`src/rtl/keypad_pkg.sv`:
```
// rtl/keypad_pkg.sv - shared types, constants and row helpers for the keypad scanner
package keypad_pkg;

  typedef enum logic [1:0] {
    ST_SCAN         = 2'd0,
    ST_DEBOUNCE     = 2'd1,
    ST_EMIT         = 2'd2,
    ST_WAIT_RELEASE = 2'd3
  } state_t;

  localparam logic [3:0] KEY_ENTER = 4'd10;
  localparam logic [3:0] KEY_STAR  = 4'd11;
  localparam int NUM_ROWS = 4;
  localparam int NUM_COLS = 3;

  // Exactly one row pulled low; zero or several low rows are not a press.
  function automatic logic single_low(input logic [NUM_ROWS-1:0] rows);
    logic [2:0] n;
    n = 3'd0;
    for (int i = 0; i < NUM_ROWS; i++) begin
      n = n + {2'b00, ~rows[i]};
    end
    return (n == 3'd1);
  endfunction

  function automatic logic [1:0] low_index(input logic [NUM_ROWS-1:0] rows);
    logic [1:0] idx;
    idx = 2'd0;
    for (int i = NUM_ROWS - 1; i >= 0; i--) begin
      if (!rows[i]) idx = 2'(i);
    end
    return idx;
  endfunction

endpackage

```
`src/rtl/keypad_decode.sv`:
```
// rtl/keypad_decode.sv - combinational {row, column} to key code lookup
module keypad_decode
  import keypad_pkg::*;
(
  input  logic [1:0] row_idx,
  input  logic [1:0] col_idx,
  output logic [3:0] code
);

  logic [3:0] row4;
  logic [3:0] col4;

  assign row4 = {2'b00, row_idx};
  assign col4 = {2'b00, col_idx};

  // Bottom row is * 0 #; the top three rows count 1..9 left to right.
  always_comb begin
    code = 4'd0;
    if (row_idx == 2'd3) begin
      case (col_idx)
        2'd0:    code = KEY_STAR;
        2'd1:    code = 4'd0;
        2'd2:    code = KEY_ENTER;
        default: code = 4'd0;
      endcase
    end else begin
      code = row4 * 4'd3 + col4 + 4'd1;
    end
  end

endmodule

```
`src/rtl/keypad_scanner.sv`:
```
// rtl/keypad_scanner.sv - 4x3 keypad column scanner with press/release debounce
module keypad_scanner
  import keypad_pkg::*;
#(
  parameter int SCAN_DIV = 16,
  parameter int DEBOUNCE = 4
) (
  input  logic                clk,
  input  logic                reset,
  input  logic [NUM_ROWS-1:0] row_in,
  output logic [NUM_COLS-1:0] col_out,
  output logic                valid_out,
  output logic [3:0]          key_out
);

  localparam int DIV_W = (SCAN_DIV > 1) ? $clog2(SCAN_DIV) : 1;
  localparam int CNT_W = $clog2(DEBOUNCE + 1);
  localparam logic [DIV_W-1:0] DIV_LAST = DIV_W'(SCAN_DIV - 1);
  localparam logic [CNT_W-1:0] CNT_DONE = CNT_W'(DEBOUNCE);

  logic [NUM_ROWS-1:0] row_meta;
  logic [NUM_ROWS-1:0] row_sync;
  logic [DIV_W-1:0]    div_cnt;
  logic                tick;
  state_t              state;
  state_t              next_state;
  logic [CNT_W-1:0]    stable_cnt;
  logic [CNT_W-1:0]    stable_nxt;
  logic [CNT_W-1:0]    stable_inc;
  logic [1:0]          col_idx;
  logic [1:0]          col_next;
  logic [1:0]          lat_row;
  logic [1:0]          lat_col;
  logic                latch_en;
  logic                advance;
  logic                single;
  logic [1:0]          sample_row;
  logic [1:0]          dec_row;
  logic [1:0]          dec_col;
  logic [3:0]          key_code;

  assign tick       = (div_cnt == DIV_LAST);
  assign single     = single_low(row_sync);
  assign sample_row = low_index(row_sync);
  assign stable_inc = stable_cnt + CNT_W'(1);
  assign col_next   = (col_idx == 2'd2) ? 2'd0 : col_idx + 2'd1;

  // When the press is accepted on its first sample the latch is still loading.
  assign dec_row = latch_en ? sample_row : lat_row;
  assign dec_col = latch_en ? col_idx : lat_col;

  keypad_decode u_decode (
    .row_idx (dec_row),
    .col_idx (dec_col),
    .code    (key_code)
  );

  always_ff @(posedge clk or posedge reset) begin
    if (reset) begin
      row_meta <= '1;
      row_sync <= '1;
      div_cnt  <= '0;
    end else begin
      row_meta <= row_in;
      row_sync <= row_meta;
      div_cnt  <= tick ? '0 : div_cnt + DIV_W'(1);
    end
  end

  always_ff @(posedge clk or posedge reset) begin
    if (reset) state <= ST_SCAN;
    else       state <= next_state;
  end

  always_comb begin
    next_state = state;
    stable_nxt = stable_cnt;
    latch_en   = 1'b0;
    advance    = 1'b0;
    case (state)
      ST_SCAN: begin
        if (tick) begin
          if (single) begin
            latch_en   = 1'b1;
            stable_nxt = CNT_W'(1);
            next_state = (DEBOUNCE == 1) ? ST_EMIT : ST_DEBOUNCE;
          end else begin
            advance = 1'b1;
          end
        end
      end
      ST_DEBOUNCE: begin
        if (tick) begin
          if (single && sample_row == lat_row) begin
            stable_nxt = stable_inc;
            if (stable_inc == CNT_DONE) next_state = ST_EMIT;
          end else begin
            next_state = ST_SCAN;
            advance    = 1'b1;
          end
        end
      end
      ST_EMIT: begin
        stable_nxt = '0;
        next_state = ST_WAIT_RELEASE;
      end
      ST_WAIT_RELEASE: begin
        if (tick) begin
          if (row_sync == '1) begin
            stable_nxt = stable_inc;
            if (stable_inc == CNT_DONE) begin
              next_state = ST_SCAN;
              advance    = 1'b1;
            end
          end else begin
            stable_nxt = '0;
          end
        end
      end
      default: next_state = ST_SCAN;
    endcase
  end

  always_comb begin
    valid_out = (state == ST_EMIT);
  end

  always_ff @(posedge clk or posedge reset) begin
    if (reset) begin
      stable_cnt <= '0;
      col_idx    <= 2'd0;
      col_out    <= 3'b110;
      lat_row    <= 2'd0;
      lat_col    <= 2'd0;
      key_out    <= 4'd0;
    end else begin
      stable_cnt <= stable_nxt;
      if (latch_en) begin
        lat_row <= sample_row;
        lat_col <= col_idx;
      end
      if (advance) begin
        col_idx <= col_next;
        col_out <= ~(3'b001 << col_next);
      end
      if (next_state == ST_EMIT && state != ST_EMIT) key_out <= key_code;
    end
  end

endmodule

```
`config.mk`:
```
export PLATFORM = sky130hd
export DESIGN_NAME = keypad_scanner
export DESIGN_NICKNAME = d
export VERILOG_FILES = /design/src/rtl/keypad_pkg.sv /design/src/rtl/keypad_decode.sv /design/src/rtl/keypad_scanner.sv
export SDC_FILE = /design/constraint.sdc
export NUM_CORES = 1
export LEC_CHECK = 0
export ABC_CLOCK_PERIOD_IN_PS = 4890
export BUFFER_PORTS_ARGS = -buffer_cell sky130_fd_sc_hd__buf_2
export CORE_ASPECT_RATIO = 0.8
export CORE_UTILIZATION = 58
export DETAILED_ROUTE_END_ITERATION = 7
export GPL_ROUTABILITY_DRIVEN = 1
export PLACE_DENSITY = 0.89
export SLEW_MARGIN = 10
export SYNTH_ARGS = -nofsm -noshare
export SYNTH_HDL_FRONTEND = slang
export SYNTH_SLANG_ARGS = --single-unit
```
`constraint.sdc`:
```
create_clock -name clk -period 4.89 [get_ports clk]
set_input_delay 0.2445 -clock clk [delete_from_list [all_inputs] [get_ports clk]]
set_output_delay 0.2445 -clock clk [all_outputs]
set_load 0.005 [all_outputs]
```
# After elaboration in Yosys (flattened, before gate mapping)
# Index checks and enable logic that the tools add are counted.
dict set report word_totals {
  out_inout_bits 8
  regBits 30
  input_bits 6
  wordCells 85
}
dict set report op_classes {
  bitwise_logic 5
  shifts 1
  reduce_logical 5
  n_eq_ne 18
  n_addsub 8
  mul 1
  n_mux 37
}
# operator n
set op_table {}
lappend op_table {{2-bit 2-to-1 mux} 15}
lappend op_table {{3-bit 2-to-1 mux} 6}
lappend op_table {{2-bit == test, second input constant} 6}
lappend op_table {{2-bit inequality test, second input constant} 6}
lappend op_table {{3-bit one-hot mux with 4 select lines} 1}
lappend op_table {{1-bit 2-to-1 mux} 10}
lappend op_table {{4-bit by 1-bit adder with 4-bit output, second input constant} 2}
lappend op_table {{4-bit == test, second input constant} 2}
lappend op_table {{4-bit 2-to-1 mux} 2}
lappend op_table {{2-bit one-hot mux with 4 select lines} 1}
lappend op_table {{4-bit one-hot mux with 2 select lines} 1}
lappend op_table {{5-bit AND reduction} 1}
lappend op_table {{4-bit by 2-bit adder with 4-bit output} 1}
lappend op_table {{2-bit zero test} 2}
lappend op_table {{2-bit by 2-bit multiplier with 4-bit output, second input constant} 1}
lappend op_table {{1-bit NOT} 4}
lappend op_table {{2-bit by 1-bit adder with 3-bit output} 1}
lappend op_table {{3-bit by 1-bit adder with 3-bit output} 1}
lappend op_table {{3-bit by 1-bit adder with 3-bit output, second input constant} 1}
lappend op_table {{3-bit by 1-bit == test with 1-bit output, second input constant} 1}
lappend op_table {{3-bit == test, second input constant} 1}
lappend op_table {{3-bit NOT} 1}
lappend op_table {{1-bit one-hot mux with 3 select lines} 1}
lappend op_table {{1-bit by 2-bit << shifter with 3-bit output, first input constant} 1}
lappend op_table {{5 further kinds} 6}

# Depth between registers and ports, before layout
# Gate-level depths: netlist of run 1.
dict set report depth {
  depth_word 13
  depth_mapped 16
  depth_no_buf 15
}

# Modules after synthesis
# Synthesis of run 1 repeated with hierarchy kept, for this count alone.
dict set report hier_totals {
  cells_unflattened 155
  hier_area_um2 1667.8
}
# module seq_area_each_um2 n_inst cells_per_inst area_per_inst_um2
set by_module_without_submodules {}
lappend by_module_without_submodules {keypad_scanner 763.2 1 137 1512.7}
lappend by_module_without_submodules {keypad_decode 0.0 1 18 155.1}

# Worst setup path after synthesis of run 1
# OpenSTA, ideal clock, no wires.
dict set report synth_path {
  path_kind {register to register}
  start {reg row_sync[1]}
  end {reg key_out[3]}
  setup_slack_ps 758
  t_arrival_ps 4007
  n_path_buf 1
  stages_incl_launch_ff 17
  required_ps 4765
  setup_time_ps 125
  path_cell_list {dfstp_2 -> fa_1 -> inv_1 -> ha_1 -> ha_1 -> or3b_4 -> nor4_4 -> buf_4 -> mux2_2 -> xnor2_1 -> ha_1 -> or2_2 -> ha_1 -> a21oi_1 -> o21a_1 -> o21ai_0 -> mux2_2}
}
dict set report synth_via {
  elab_chain_cells 13
  word_cells_on_any_way 32
  cone_classes {add/sub (5); mul (1); eq/ne (6); mux (16); bitwise (1); reduce/logical (3)}
}
# element line
set synth_lines {}
lappend synth_lines {{from (decl)} keypad_scanner.sv:22} ;# logic [NUM_ROWS-1:0] row_sync;
lappend synth_lines {{from (signal assigned)} keypad_scanner.sv:65} ;# row_sync <= row_meta;
lappend synth_lines {{1-bit NOT} keypad_pkg.sv:21} ;# n = n + {2'b00, ~rows[i]};
lappend synth_lines {{1-bit by 1-bit adder with 2-bit output} keypad_pkg.sv:21}
lappend synth_lines {{2-bit by 1-bit adder with 3-bit output} keypad_pkg.sv:21}
lappend synth_lines {{3-bit by 1-bit adder with 3-bit output} keypad_pkg.sv:21}
lappend synth_lines {{3-bit by 1-bit == test with 1-bit output} keypad_pkg.sv:23} ;# return (n == 3'd1);
lappend synth_lines {{1-bit 2-to-1 mux} keypad_scanner.sv:83} ;# if (single) begin
lappend synth_lines {{1-bit 2-to-1 mux} keypad_scanner.sv:82} ;# if (tick) begin
lappend synth_lines {{1-bit 2-to-1 mux} keypad_scanner.sv:80} ;# case (state)
lappend synth_lines {{2-bit 2-to-1 mux *} n/a}
lappend synth_lines {{net dec_row[1]} keypad_scanner.sv:38} ;# logic [1:0] dec_row;
lappend synth_lines {{2-bit by 2-bit multiplier with 4-bit output} keypad_decode.sv:27} ;# code = row4 * 4'd3 + col4 + 4'd1;
lappend synth_lines {{4-bit by 2-bit adder with 4-bit output} keypad_decode.sv:27}
lappend synth_lines {{4-bit by 1-bit adder with 4-bit output} keypad_decode.sv:27}
lappend synth_lines {{4-bit 2-to-1 mux *} keypad_decode.sv:19} ;# if (row_idx == 2'd3) begin
lappend synth_lines {{to (signal assigned)} keypad_scanner.sv:146} ;# if (next_state == ST_EMIT && state != ST_EMIT) key_out <= key_code;
lappend synth_lines {{to (decl)} keypad_scanner.sv:13} ;# output logic [3:0] key_out
# Mark *: on every way through the listed nets, which the timed path passes. The rest lies on a longest branch.
# A chain may end at the register's enable or synchronous reset.

# Worst setup path in the final report of run 1
# Same ends and word-level chain as after synthesis.

==> impl_metrics.ini, run 1 <==
[power]
switching_component_of_the_power_uw = 189.2
sequential_fraction_of_design_power = 0.521
power_switching_share = 0.3136
cellLeakagePower_nw = 0.8586
power_frac_clock = 0.253
pwr_density_cell_nw_per_um2 = 326.7
worst_ir_drop_vdd_mv = 0.2356
internal_power_uw = 414.1
comb_power_share = 0.226
fin_total_pwr_uw = 603.4

[floorplanning]
floorplan.initialDensity = 0.6421
coreArea_sq_um = 2562
die_area_sq_um = 3055
placementRows = 16
pin_count = 14
fp.dieH_um = 49.64
dieWidth_um = 61.55

[worst_setup_path]
end_kind = register
worstPathMaxFanout = 10
timing.critical_path.required_ns = 5.12
arrival_ns = 4.60
worstSetupPathType = register to register
startpoint_type = register
worst-r2r-cell-count = 16

[final_layout]
synthToLayoutAreaGrowth_pct = 12.24
layoutNonFillerInstCount = 217
final_nets = 197
final.fill_count = 212
n_antenna_cell = 0
drive_above_1_share = 0.2486
final-seq-area_sq_um = 763.2
multi_input_comb_area_sq_um = 820.8

[clock_tree]
cts_root_cell = sky130_fd_sc_hd__clkbuf_4
clock_tree_from_tritoncts = yes
htreeDepth = 2
post_cts.repair.setup_buffers = 0
cts-buffers-inserted = 5
cts.sinks = 30
clkTransAtPathRegs_ns = 0.09
cts_buffer_depth = 2
worst_skew_pair.late_latency_ns = 0.33

[timing]
report.final.hold_viol_count = 0
maxSlewHeadroom = 0.3007
maxClockFrequency_ghz = 0.2287
fin_setup_tns_ns = 0
min_period_over_period = 0.8940
fin_skew_ns = 0.009468
worst-slew-pin-transition_ns = 1.043
timing.final.ws_setup_ns = 0.5183
layout_min_cycle_time_ns = 4.372
final_max_slew_viol_count = 0
setup_violations = 0
unrepaired_setup_endpoints_after_global_routing = false

[synthesis]
synth.avg_cell_area_sq_um = 10.41
net_count_of_the_mapped_netlist = 175
synthesized_instance_count = 158
synth_seq_cells = 30
proportion_of_synthesized_chip_area_in_sequential_cells = 0.4639
yosysUniqueCellTypes = 39
yosys-top-cells-area = sky130_fd_sc_hd__dfrtp_1 30%, sky130_fd_sc_hd__dfstp_2 16%, sky130_fd_sc_hd__ha_1 6.8%, sky130_fd_sc_hd__mux2_2 4.8%, sky130_fd_sc_hd__nand2_1 3.2%
netlist_area_sq_um = 1645
yosys_warnings = 0
post-synth-top-area-fraction = 0.3042
synth_largest_area_cell = sky130_fd_sc_hd__dfrtp_1

[global_route]
grt_overflow = 0
grt_max_degree = 31
grt_overall_usage = 0.2612
grt_antenna_before_repair = 0
grt_pass1_wl_mm = 5.575
first_global_vias = 1272

[routing]
antenna_left = 0
drtPass1Iterations = 4
drt-total-wl_mm = 3.288
routed-via-count = 1249
detail_route.wl_per_cell_um = 15.15
viasPerCell = 5.756
drtIter0Drc = 85
drc = 0

[hold_path]
min_path_type = input port to asynchronous set/reset pin

[placed_design]
hpwlAfterDp_mm = 2.479
numPortBuffers = 13
finalWeightedCongestion = 0.8276
instance_count_after_placement_with_tap_cells_included = 205
placement.setup.worst_slack_ns = 0.5049

[flow_run]
maxCapViolations = 0

[outcome]
status = finished clean
-- final timing paths --
check                            start            end  slack, ns
setup / recovery           row_sync[1]     key_out[3]       0.52
hold / removal                   reset  stable_cnt[2]       0.03
setup reg to reg           row_sync[1]     key_out[3]       0.52
hold reg to reg            row_meta[3]    row_sync[3]       0.36
max in group asynchronous        reset  stable_cnt[1]       4.38
min in group clk           row_meta[3]    row_sync[3]       0.36
-- timing repair --
item | CTS | global route
gates resized for setup | 0 | 0
hold buffers | 4 | 0
hold endpoints to repair | 4 | 0
-- registers in the layout (all words and copies together), names as in the netlist --
register	count
lat_col	2
row_meta	4
key_out	4
lat_row	2
row_sync	4
col_idx	2
state	2
stable_cnt	3
div_cnt	4
col_out	3
-- stage by stage --
stage | hold slack [ns] | cell area (sq um) | utilization
detailed placement | 0.3468 | 1747 | 0.6816
global route | 0.07552 | 1847 | 0.7207
finish | 0.03260 | 1847 | 0.7207
global placement | 0.3459 | 1747 | 0.6816
floorplan | 0.2490 | 1645 | -
CTS | 0.2123 | 1847 | 0.7207
-- kinds of logic (layout without fill, tap and decap cells) --
family / Yosys count / after routing / share of synthesized area
muxes: 12 / 12 / 0.07833
DFF: 30 / 30 / 0.4639
buffers and inverters: 15 / 38 / 0.03726
AOI/OAI and AO/OA: 34 / 34 / 0.1346
adders and majority gates: 11 / 11 / 0.09278
and+or+nand+nor: 52 / 52 / 0.1719
xor gates and xnor gates: 4 / 4 / 0.02130
-- cell usage in the layout, fill, tap and decap left out, types with 3 or more instances in the layout --
cell and count:
sky130_fd_sc_hd__a21oi_1 7, sky130_fd_sc_hd__a31oi_1 3, sky130_fd_sc_hd__buf_2 13, sky130_fd_sc_hd__clkbuf_4 5
sky130_fd_sc_hd__dfrtp_1 20, sky130_fd_sc_hd__dfstp_2 10, sky130_fd_sc_hd__dlygate4sd3_1 4, sky130_fd_sc_hd__ha_1 9
sky130_fd_sc_hd__inv_1 11, sky130_fd_sc_hd__mux2_2 7, sky130_fd_sc_hd__mux2i_1 5, sky130_fd_sc_hd__nand2_1 14
sky130_fd_sc_hd__nand2b_1 3, sky130_fd_sc_hd__nand3_1 8, sky130_fd_sc_hd__nor2_1 12, sky130_fd_sc_hd__nor2b_1 3
sky130_fd_sc_hd__o21ai_0 10, sky130_fd_sc_hd__o31ai_1 3, sky130_fd_sc_hd__xor2_1 3
-- Yosys cell counts --
cell and number:
sky130_fd_sc_hd__nand2b_1 3, sky130_fd_sc_hd__nand4b_1 1, sky130_fd_sc_hd__dfstp_2 10, sky130_fd_sc_hd__nor2b_1 3, sky130_fd_sc_hd__or3b_4 2, sky130_fd_sc_hd__a21boi_0 1, sky130_fd_sc_hd__nor2_1 12, sky130_fd_sc_hd__nor3b_1 2
sky130_fd_sc_hd__nor4_4 1, sky130_fd_sc_hd__buf_2 1, sky130_fd_sc_hd__nand3_1 8, sky130_fd_sc_hd__xnor2_1 1, sky130_fd_sc_hd__inv_1 12, sky130_fd_sc_hd__a21boi_2 1, sky130_fd_sc_hd__o21ai_0 10, sky130_fd_sc_hd__or2_2 1
sky130_fd_sc_hd__fa_1 2, sky130_fd_sc_hd__o211ai_1 1, sky130_fd_sc_hd__and4b_1 1, sky130_fd_sc_hd__xor2_1 3, sky130_fd_sc_hd__buf_4 1, sky130_fd_sc_hd__ha_1 9, sky130_fd_sc_hd__o21ai_2 1, sky130_fd_sc_hd__nor3_1 1
sky130_fd_sc_hd__and3_1 2, sky130_fd_sc_hd__a21oi_1 7, sky130_fd_sc_hd__dfrtp_1 20, sky130_fd_sc_hd__o21ai_1 1, sky130_fd_sc_hd__nand2_1 14, sky130_fd_sc_hd__nand4_1 1, sky130_fd_sc_hd__o31ai_1 3, sky130_fd_sc_hd__o32ai_1 1
sky130_fd_sc_hd__mux2_2 7, sky130_fd_sc_hd__a21oi_4 1, sky130_fd_sc_hd__mux2i_1 5, sky130_fd_sc_hd__a31oi_1 3, sky130_fd_sc_hd__a211oi_1 2, sky130_fd_sc_hd__o21a_1 2, sky130_fd_sc_hd__clkbuf_1 1
-- metal layers --
metal	GRT usage	routed length, um
met1	0.2865	1362
met2	0.4211	1642
met3	0.07612	151
met4	0.1852	131
met5	0	0
-- power by group through the flow --
stage          logic (mW)  clock network, mW  registers [mW]
3_5_place_dp        0.134                  0           0.318
3_3_place_gp        0.124                  0           0.315
4_1_cts             0.137              0.159           0.314
2_1_floorplan       0.100                  0           0.308
6_report            0.136              0.153           0.315
5_1_grt             0.156              0.168           0.320
-- cell type report --
class | instances | area share
multi-input cells | 113 | 0.4444
flip-flops and latches | 30 | 0.4133
repair buffers | 18 | 0.06098
clock buffers | 7 | 0.02981
inverters | 12 | 0.02439
well taps | 36 | 0.02439
clock inverters | 1 | 0.002710
-- worst max-delay path, stage by stage (launching register included) --
cell,delay (ns)
sky130_fd_sc_hd__dfstp_2,0.62
sky130_fd_sc_hd__fa_1,0.43
sky130_fd_sc_hd__inv_1,0.07
sky130_fd_sc_hd__ha_1,0.15
sky130_fd_sc_hd__ha_1,0.22
sky130_fd_sc_hd__or3b_4,0.43
sky130_fd_sc_hd__nor4_4,0.17
sky130_fd_sc_hd__buf_4,0.22
sky130_fd_sc_hd__mux2_2,0.39
sky130_fd_sc_hd__xnor2_1,0.14
sky130_fd_sc_hd__ha_1,0.19
sky130_fd_sc_hd__or2_2,0.30
sky130_fd_sc_hd__ha_1,0.32
sky130_fd_sc_hd__a21oi_1,0.16
sky130_fd_sc_hd__o21a_1,0.13
sky130_fd_sc_hd__o21ai_0,0.06
sky130_fd_sc_hd__mux2_2,0.26
(Power assumes the default switching activity.)
==> run 2: changes to the inputs <==
--- a/config.mk
+++ b/config.mk
@@ -8,10 +8,11 @@
 export ABC_CLOCK_PERIOD_IN_PS = 4890
 export BUFFER_PORTS_ARGS = -buffer_cell sky130_fd_sc_hd__buf_2
 export CORE_ASPECT_RATIO = 0.8
-export CORE_UTILIZATION = 58
+export CORE_UTILIZATION = 55
+export CTS_BUF_LIST = sky130_fd_sc_hd__clkbuf_8
 export DETAILED_ROUTE_END_ITERATION = 7
 export GPL_ROUTABILITY_DRIVEN = 1
-export PLACE_DENSITY = 0.89
+export PLACE_DENSITY = 0.85
 export SLEW_MARGIN = 10
 export SYNTH_ARGS = -nofsm -noshare
 export SYNTH_HDL_FRONTEND = slang
==> impl_metrics.ini, run 2 (synthesis results as in run 1) <==
[outcome]
status = finished clean

[floorplanning]
floorplan.initialDensity = 0.5860
die_area_sq_um = 3216
pin_count = 14
coreArea_sq_um = 2808
dieWidth_um = 63.15
placementRows = 17
fp.dieH_um = 50.92

[worst_setup_path]
worst-r2r-cell-count = 16
critical_path.max_stage_delay_ns = 0.63
timing.critical_path.required_ns = 5.06
crit_top_cell = sky130_fd_sc_hd__ha_1
end_kind = register
critical_path_depth = 16
cpLargestDelayFamily = adder cells
worstPathMaxFanout = 10
cp_cell_sequence = fa_1 > inv_1 > ha_1 > ha_1 > or3b_4 > nor4_4 > buf_4 > mux2_2 > xnor2_1 > ha_1 > or2_2 > ha_1 > a21oi_1 > o21a_1 > o21ai_0 > mux2_2
worstSetupPathType = register to register
crit_path_top_delay_cell = sky130_fd_sc_hd__dfstp_2
arrival_ns = 4.49
critical_path_buf_inv_count = 2
startpoint_type = register

[routing]
antenna_left = 0
routed-via-count = 1228
drc = 0
drt-total-wl_mm = 3.115
detail_route.wl_per_cell_um = 14.49
drtIter0Drc = 45
viasPerCell = 5.712
drtPass1Iterations = 4

[hold_path]
min_path_type = input port to register
min_path_cells = 1

[timing]
layout_min_cycle_time_ns = 4.324
maxSlewHeadroom = 0.2798
unrepaired_setup_endpoints_after_global_routing = false
final_max_slew_viol_count = 0
fin_setup_tns_ns = 0
maxClockFrequency_ghz = 0.2313
report.final.hold_viol_count = 0
fin_skew_ns = 0.004351
min_period_over_period = 0.8842
timing.final.ws_setup_ns = 0.5663
worst-slew-pin-transition_ns = 1.079
setup_violations = 0

[final_layout]
synthToLayoutAreaGrowth_pct = 11.33
final_nets = 193
layout.cells.most_common = sky130_fd_sc_hd__dfrtp_1
drive_above_1_share = 0.2542
n_antenna_cell = 0
layout.cells.most_common_list = 20 x sky130_fd_sc_hd__dfrtp_1, 14 x sky130_fd_sc_hd__nand2_1, 13 x sky130_fd_sc_hd__inv_1, 13 x sky130_fd_sc_hd__buf_2, 12 x sky130_fd_sc_hd__nor2_1

[power]
internal_power_uw = 439.0
switching_component_of_the_power_uw = 193.1
power_switching_share = 0.3055
sequential_fraction_of_design_power = 0.497
worst_ir_drop_vdd_mv = 0.2726
cellLeakagePower_nw = 0.8594
comb_power_share = 0.209
pwr_density_cell_nw_per_um2 = 345.1
fin_total_pwr_uw = 632.1
power_frac_clock = 0.295

[clock_tree]
cts.sinks = 30
cts-buffers-inserted = 5
worst_skew_pair.late_latency_ns = 0.29
post_cts.repair.setup_buffers = 0
cts_root_cell = sky130_fd_sc_hd__clkbuf_8
clkTransAtPathRegs_ns = 0.06
ctsResizeCount = 0
htreeDepth = 2
clock_tree_from_tritoncts = yes
hold_buffers = 0
cts_buffer_depth = 2

[global_route]
grt_antenna_before_repair = 0
grt_overflow = 0
grt_overall_usage = 0.2337
first_global_vias = 1284
grt_pass1_wl_mm = 5.575
grt_max_degree = 31

[flow_run]
maxCapViolations = 0

[placed_design]
numPortBuffers = 13
hpwlAfterDp_mm = 2.296
placement.setup.worst_slack_ns = 0.5759
finalWeightedCongestion = 0.8000
==> run 2: final timing paths <==
path                       slack (ns)        start           to
min reg2reg                      0.36  row_meta[1]  row_sync[1]
max reg2reg                      0.57  row_sync[0]   key_out[3]
min in group asynchronous        0.22        reset   col_idx[0]
min                              0.06    row_in[1]  row_meta[1]
max                              0.57  row_sync[0]   key_out[3]
max in group asynchronous        4.02        reset     state[1]
==> run 2: layout make-up <==
class / count / area, sq um
Clock buffer: 5 / 68.82
Clock inverter: 3 / 13.76
Fill cell: 237 / 975.9
Inverter: 12 / 45.04
Multi-Input combinational cell: 113 / 820.8
Sequential cell: 30 / 763.2
Tap cell: 38 / 47.55
Timing Repair Buffer: 14 / 72.57
==> run 2: power groups by stage <==
stage	Clock, mW	Sequential, mW	Combinational [mW]
2_1_floorplan	0	0.308	0.100
3_3_place_gp	0	0.315	0.124
3_5_place_dp	0	0.318	0.132
4_1_cts	0.191	0.314	0.134
5_1_grt	0.202	0.319	0.151
6_report	0.186	0.314	0.132
==> run 2: per-stage QoR <==
| step | hold WS [ns] | util | area [sq um] | instances |
|---|---|---|---|---|
| 6_report | 0.05651 | 0.6524 | 1832 | 215 |
| 5_1_grt | 0.04600 | 0.6524 | 1832 | 215 |
| 4_1_cts | 0.04924 | 0.6524 | 1832 | 215 |
| 3_5_place_dp | 0.3485 | 0.6230 | 1749 | 207 |
| 3_3_place_gp | 0.3466 | 0.6230 | 1749 | 207 |
| 2_1_floorplan | 0.2490 | - | 1645 | 158 |
==> run 2: routing by layer <==
| metal | track usage | wire (um) | vias to the layer above |
|---|---|---|---|
| met2 | 0.3889 | 1546 | 27 |
| met1 | 0.2706 | 1382 | 609 |
| met5 | 0 | 0 | - |
| met4 | 0.1550 | 63 | 0 |
| li1 | - | - | 584 |
| met3 | 0.05804 | 123 | 8 |
